<file path="src/rtl/ascon_perm_counter.sv">
// Bit counter and round sequencer for the serial Ascon permutation FSM.
// Provides phase-end detection, round tracking and the round constant.
module ascon_perm_counter (
    input  logic       clk,
    input  logic       rst,
    input  logic       perm_start,
    input  logic [3:0] rounds_cfg,
    input  logic       start_count,
    input  logic [5:0] value,
    input  logic       start_iteration,
    output logic       count_done,
    output logic [3:0] iteration,
    output logic       iteration_done,
    output logic [7:0] rc_byte,
    output logic       rc_bit
);

    logic [5:0] r_cnt;
    logic [3:0] r_idx;
    logic [3:0] r_rnd;

    logic       w_at_end;
    logic [3:0] w_rnd_cfg;
    logic [3:0] w_base;
    logic [3:0] w_iter;
    logic       w_done;
    logic [2:0] w_bit_sel;

    // Lowering value below cnt mid-phase ends the phase at once.
    assign w_at_end = (r_cnt >= value);
    assign count_done = start_count & w_at_end;

    // Out-of-range round counts fall back to the full 12 rounds.
    assign w_rnd_cfg = ((rounds_cfg == 4'd0) || (rounds_cfg > 4'd12))
                     ? 4'd12 : rounds_cfg;

    // Short permutations start partway into the constant table.
    assign w_base = 4'd12 - r_rnd;
    assign w_iter = r_idx - w_base;
    assign w_done = (w_iter == r_rnd);

    assign iteration      = w_iter;
    assign iteration_done = w_done;

    // Constant pairs a descending high nibble with the round index.
    assign rc_byte = (r_idx < 4'd12) ? {4'hF - r_idx, r_idx} : 8'h00;

    // Serial constant goes out MSB first over the first eight counts.
    assign w_bit_sel = 3'd7 - r_cnt[2:0];
    assign rc_bit    = (r_cnt < 6'd8) ? rc_byte[w_bit_sel] : 1'b0;

    // Bit counter: runs while a phase is active, wraps on terminal count.
    always_ff @(posedge clk or negedge rst) begin
        if (!rst) begin
            r_cnt <= 6'd0;
        end else if (!start_count || w_at_end) begin
            r_cnt <= 6'd0;
        end else begin
            r_cnt <= r_cnt + 6'd1;
        end
    end

    // Round latch and index: perm_start wins over a same-cycle step.
    always_ff @(posedge clk or negedge rst) begin
        if (!rst) begin
            r_rnd <= 4'd12;
            r_idx <= 4'd0;
        end else if (perm_start) begin
            r_rnd <= w_rnd_cfg;
            r_idx <= 4'd12 - w_rnd_cfg;
        end else if (start_iteration && !w_done) begin
            r_idx <= r_idx + 4'd1;
        end
    end

endmodule

</file>
<file path="config.mk">
export PLATFORM = sky130hd
export DESIGN_NAME = ascon_perm_counter
export DESIGN_NICKNAME = d
export VERILOG_FILES = /design/src/rtl/ascon_perm_counter.sv
export SDC_FILE = /design/constraint.sdc
export NUM_CORES = 1
export LEC_CHECK = 0
export CAP_MARGIN = 25
export CORE_AREA = 2 2 52 54
export CTS_CLUSTER_SIZE = 30
export DETAILED_ROUTE_END_ITERATION = 7
export DIE_AREA = 0 0 54 56
export HOLD_SLACK_MARGIN = 0.15
export PLACE_DENSITY_LB_ADDON = 0.3
export SLEW_MARGIN = 0
export SYNTH_ARGS = -nofsm -noshare
export SYNTH_HDL_FRONTEND = slang
export SYNTH_SLANG_ARGS = --single-unit
</file>
<file path="constraint.sdc">
create_clock -name clk -period 2.65 [get_ports clk]
set_input_delay 0.265 -clock clk [delete_from_list [all_inputs] [get_ports clk]]
set_output_delay 0.265 -clock clk [all_outputs]
set_load 0.005 [all_outputs]
</file>
==> impl_metrics.py, run 1 <==
metrics = {
    "sta": {
        "setup_viol": 0,
        "finalMaxSlewViolations": 0,
        "whs_ps": 360,
        "fin_ws_ps": 63.5,
        "tns_ps": 0,
        "slew_headroom_pct": 58.6,
        "finalHoldViolCount": 0,
        "period_needed_ps": 2590,
        "tightest_slew_ps": 619,
        "timing.fmax_mhz": 387,
        "period_share_pct": 97.6,
        "skew_ps": 2.95,
    },
    "yosys": {
        "synth_edf_count": 0,
        "synth_seq_cells": 14,
        "ys.flop_type": "dfrtp_1",
        "synth_top_area_share_pct": 27.5,
        "netlist-cell-type-count": 34,
        "async_flop_share_pct": 100,
        "ys_seq_area_share_pct": 32.3,
        "syn_nets": 148,
        "syn-mean-instance-area_um2": 9.27,
        "yosys.area.top_type": "dfrtp_1",
        "syn_area_um2": 1090,
        "synth_area_leaders": "dfrtp_1, ha_1, inv_1, dfstp_2, xnor2_1",
        "yosysWarnings": 0,
        "netlist_instances": 118,
    },
    "floorplan": {
        "ioPinCount": 30,
        "die_h_um": 56,
        "start_util_pct": 45.0,
        "rows": 18,
        "coreArea_um2": 2430,
        "die_w_um": 54,
        "die-area_um2": 3020,
    },
    "route": {
        "detail-route-antenna-nets": 0,
        "vias": 971,
        "drc": 0,
        "routed_via_density": 5.14,
        "drt_iter0_drc": 13,
        "wl_per_cell_um": 14.0,
        "first_pass_iters": 4,
        "wl_um": 2640,
    },
    "clock_tree": {
        "htree_levels": 1,
        "insertion_delay_ps": 290,
        "cts.sinks": 14,
        "clk_pin_slew_ps": 90,
        "cts_buffers": 3,
        "cts_buffer_depth": 2,
        "cts_tree": "built",
        "hold_buffers": 0,
        "clockRootBuffer": "clkbuf_4",
    },
    "global_route": {
        "grt_pass1_wl_um": 3890,
        "overflow": 0,
        "antenna_found_initial": 0,
        "grt_max_degree": 15,
        "grt_usage_pct": 17.5,
        "grt_pass1_vias": 876,
    },
    "place": {
        "dpl_cell_area_um2": 1430,
        "placedCellCount": 178,
        "hpwl_um": 1900,
        "portBuffers": 29,
        "place_congestion": 0.761,
        "dp_slack_ps": 46.4,
    },
    "critical_path": {
        "worstPathCellList": "ha_4 > ha_2 > inv_2 > fa_2 > xor2_2 > and3_4 > clkdlybuf4s15_1",
        "crit_required_ps": 2380,
        "worstSetupPathType": "reg2out",
        "crit_path_max_incr_delay_ps": 560,
        "critPathCaptureType": "output port",
        "critPathSlowestCell": "fa_2",
        "crit_arrival_ps": 2320,
        "cp_max_fo": 2,
        "startpoint_type": "flop",
    },
    "power_and_ir_drop": {
        "pwr_density_cell_nw_per_um2": 660,
        "ir_drop_mv": 0.527,
        "leakage_nw": 0.750,
        "p_sw_mw": 0.354,
        "combPwrFrac_pct": 58.8,
        "p_clk_share_pct": 15.1,
        "switching_share_pct": 34.3,
        "seqPwrFrac_pct": 26.1,
        "p_int_mw": 0.678,
    },
    "layout": {
        "layout.nets": 190,
        "drive_gt1_share_pct": 17.0,
        "stdcell_area_um2": 1570,
        "diodes": 0,
        "instances_no_fill": 189,
        "area_growth_pct": 43.1,
    },
    "outcome": {
        "outcome": "complete, no violations",
    },
    "worst_hold_path": {
        "min_path_type": "in2async",
    },
    "flow_run": {
        "drv_cap": 0,
    },
}
-- layer usage --
metal | part of all wire (%) | wire length [um] | GRT usage (%) | vias to the layer above
met3 | 5.9 | 155 | 3.49 | 9
met5 | 0 | 0 | 0 | -
met2 | 49 | 1310 | 26.8 | 30
li1 | - | - | - | 479
met1 | 42 | 1100 | 22.5 | 453
met4 | 3.1 | 81 | 9.64 | 0
-- worst max-delay path: cells and delay by family, from the launching register on --
kind	cells	cell delay (ps)
fa+ha+maj	3	1000
flops	1	430
buf+inv	2	240
simple gates	1	210
xor+xnor	1	160
-- repair_timing --
item,4_1_cts,5_1_grt
resized for setup,4,8
pin swaps,2,3
buffers inserted,5,2
setup endpoints to repair,2,3
-- Yosys cell counts, types with 2 or more instances --
master / number
a21oi_1: 6
a31oi_1: 2
dfrtp_1: 12
dfstp_2: 2
ha_1: 14
inv_1: 19
nand2_1: 6
nand2b_1: 2
nand3_1: 4
nor2_1: 12
nor3_1: 3
o21ai_0: 5
xnor2_1: 6
xor2_1: 5
-- per-stage QoR --
step	power [mW]	utilization, %
2_1_floorplan	0.523	-
3_3_place_gp	0.765	58.8
3_5_place_dp	0.780	58.8
4_1_cts	0.983	62.0
5_1_grt	1.10	64.4
6_report	1.03	64.4
-- power groups by stage --
stage	Clock [mW]	Combinational, mW	Sequential (mW)
6_report	0.156	0.607	0.270
5_1_grt	0.171	0.655	0.273
4_1_cts	0.157	0.560	0.266
3_3_place_gp	0	0.497	0.268
3_5_place_dp	0	0.509	0.271
2_1_floorplan	0	0.258	0.266
-- flip-flops by register name, summed over array words and instances (netlist names) --
signal / cells
r_cnt: 6
r_idx: 4
r_rnd: 4
-- worst paths after layout --
| check | slack (ps) | depth (start not counted) | startpoint | to |
|---|---|---|---|---|
| min in group clk | 520 | 1 | r_cnt[0] | r_cnt[0] |
| setup reg to reg | 180 | 10 | r_rnd[1] | r_idx[1] |
| hold reg to reg | 520 | 1 | r_cnt[0] | r_cnt[0] |
| max in group asynchronous | 1890 | 1 | rst | r_cnt[1] |
| hold / removal | 360 | 1 | rst | r_cnt[0] |
| setup / recovery | 60 | 7 | r_rnd[1] | iteration_done |
-- kinds of logic (layout without fill, tap and decap cells) --
group | Yosys count | in the layout | synth area share [%]
and+or+nand+nor | 30 | 30 | 12.4
AOI/OAI and AO/OA | 22 | 22 | 13.8
buffers and inverters | 22 | 63 | 8.35
adders and majority gates | 15 | 15 | 17.8
DFF | 14 | 14 | 32.3
xor gates and xnor gates | 12 | 12 | 11.0
muxes | 3 | 3 | 4.35
-- placed cells by master (no fill, tap or decap), drive strengths merged, types with 2 or more instances in the layout --
cell           synthesis  layout
nand2                  6       6
clkbuf                 1       4
clkdlybuf4s50          0      25
a31oi                  3       3
dfstp                  2       2
a21oi                  6       6
o21ai                  5       5
nor3                   3       3
nand2b                 2       2
dlymetal6s2s           0       2
ha                    14      14
dfrtp                 12      12
buf                    2      11
xnor2                  6       6
nor2                  12      12
inv                   19      19
nand3                  4       4
xor2                   5       5
-- area by class of cell --
class / instances / area, um2
sequential: 14 / 353
tap: 30 / 37.5
clock buffer: 4 / 36.3
timing repair buffer: 40 / 377
multi-input combinational: 82 / 691
inverter: 19 / 71.3
fill: 200 / 867
Note: power is estimated with default switching activity, not from simulation.
==> inputs of run 2 (changes only) <==
CORE_AREA = 2 2 51 53   (was 2 2 52 54)
CTS_BUF_LIST = sky130_fd_sc_hd__clkbuf_8   (was not set)
DIE_AREA = 0 0 53 55   (was 0 0 54 56)
==> run 2 against run 1 <==
Net effect: register-to-register slack gained 50 ps; via count shrank 0.62%; global-route usage grew 1.6 points; die area shrank 3.6%; clock power grew 13%; clock skew grew 3.4 ps; cell area shrank 2.1%; critical endpoint unchanged; highest routed layer unchanged.
==> impl_metrics.py, run 2 (synthesis gave the netlist of run 1 again) <==
metrics = {
    "layout": {
        "top_regs": "r_cnt x6, r_idx x4, r_rnd x4",
        "drive_gt1_share_pct": 12.8,
        "final_cell_mix": "clkdlybuf4s50_1, inv_1, ha_1, nor2_1, dfrtp_1",
        "finish.utilization_pct": 64.8,
        "diodes": 0,
        "instances_no_fill": 186,
        "largest_reg_flops": 6,
        "multi_input_area_um2": 676,
        "final_common_cell": "clkdlybuf4s50_1",
        "area_growth_pct": 40.2,
        "regArea_um2": 353,
        "fillers": 205,
        "layout.nets": 187,
        "top_register": "r_cnt",
    },
    "clock_tree": {
        "clockRootBuffer": "clkbuf_8",
        "insertion_delay_ps": 250,
        "cts.sinks": 14,
        "cts_buffer_depth": 2,
        "htree_levels": 1,
        "cts_tree": "built",
        "clk_pin_slew_ps": 60,
        "cts_buffers": 3,
        "hold_buffers": 0,
    },
    "floorplan": {
        "die_h_um": 55,
        "die_w_um": 53,
        "start_util_pct": 46.2,
        "die-area_um2": 2920,
        "ioPinCount": 30,
        "rows": 18,
        "coreArea_um2": 2360,
    },
    "sta": {
        "slew_headroom_pct": 59.0,
        "fin_ws_ps": 116,
        "period_share_pct": 95.6,
        "tns_ps": 0,
        "tightest_slew_ps": 613,
        "timing.fmax_mhz": 395,
        "setup_viol": 0,
        "whs_ps": 402,
        "period_needed_ps": 2530,
        "finalHoldViolCount": 0,
        "rsz0062_at_grt": "no",
        "skew_ps": 6.31,
        "finalMaxSlewViolations": 0,
    },
    "place": {
        "portBuffers": 29,
        "dp_slack_ps": 25.0,
        "placedCellCount": 178,
        "place_congestion": 0.811,
        "hpwl_um": 1990,
    },
    "global_route": {
        "grt.met1_usage_pct": 22.3,
        "grt-busiest-layer": "met2",
        "grt_use_met3_pct": 2.42,
        "grt_pass1_vias": 984,
        "grt_use_met2_pct": 35.0,
        "grt_max_degree": 15,
        "grt_usage_pct": 19.1,
        "antenna_found_initial": 0,
        "overflow": 0,
        "grt_pass1_wl_um": 4060,
    },
    "critical_path": {
        "critPathCaptureType": "output port",
        "crit_start": "r_rnd[2]",
        "crit_required_ps": 2380,
        "worstSetupPathType": "reg2out",
        "crit_arrival_ps": 2270,
        "startpoint_type": "flop",
        "cp_max_fo": 4,
        "worstReg2RegStart": "r_idx[1]",
    },
    "power_and_ir_drop": {
        "pwr_density_cell_nw_per_um2": 658,
        "ir_drop_mv": 0.634,
        "leakage_nw": 0.738,
    },
    "route": {
        "wl_per_cell_um": 13.4,
        "drt_iter0_drc": 10,
        "drc": 0,
        "vias": 965,
        "first_pass_iters": 4,
        "wl_um": 2500,
        "routed_via_density": 5.19,
        "detail-route-antenna-nets": 0,
    },
    "flow_run": {
        "drv_cap": 0,
    },
    "outcome": {
        "outcome": "complete, no violations",
    },
    "worst_hold_path": {
        "min_path_type": "in2async",
    },
}
-- run 2: final timing paths --
path                            slack (ps)        endpoint  cells past startpoint
worst max-delay path                   120  iteration_done                      7
worst min-delay path                   400        r_rnd[1]                      1
worst max register to register         230        r_idx[1]                      9
worst min register to register         530        r_rnd[2]                      2
max in group asynchronous             1850        r_cnt[1]                      1
min in group clk                       530        r_rnd[2]                      2
-- run 2: timing repair --
action                     4_1_cts  5_1_grt
setup buffers                    2        2
setup endpoints to repair        2        2
resized for setup                4        3
pin swaps                        2        2
-- run 2: worst max-delay path, stage by stage, from the launching register on --
cell and delay [ps]:
dfstp_2 540, inv_1 60, ha_4 220, fa_2 380
xnor3_2 230, buf_4 170, and3_4 170, dlygate4sd2_1 260
-- run 2: through the flow --
stage / instance area, um2 / total power [mW]
3_5_place_dp: 1430 / 0.786
2_1_floorplan: 1090 / 0.523
4_1_cts: 1500 / 0.986
5_1_grt: 1530 / 1.07
3_3_place_gp: 1430 / 0.763
6_report: 1530 / 1.01
-- run 2: layer usage --
layer  up-vias  part of all wire (%)
met4         0                   1.1
met1       470                    45
met2        23                    50
li1        470                     -
met5         -                     0
met3         2                   3.8
-- run 2: cell type report --
type / instances / area share [%]
multi-input combinational: 82 / 44.1
timing repair buffer: 37 / 22.9
inverter: 19 / 4.65
clock buffer: 3 / 2.69
clock inverter: 1 / 0.245
sequential: 14 / 23.0
tap: 30 / 2.45
-- run 2: report_power, final --
group | internal (mW) | switching [mW] | total, mW
registers | 0.242 | 0.0267 | 0.269
clock network | 0.102 | 0.0742 | 0.177
logic | 0.324 | 0.239 | 0.564
total | 0.669 | 0.340 | 1.01
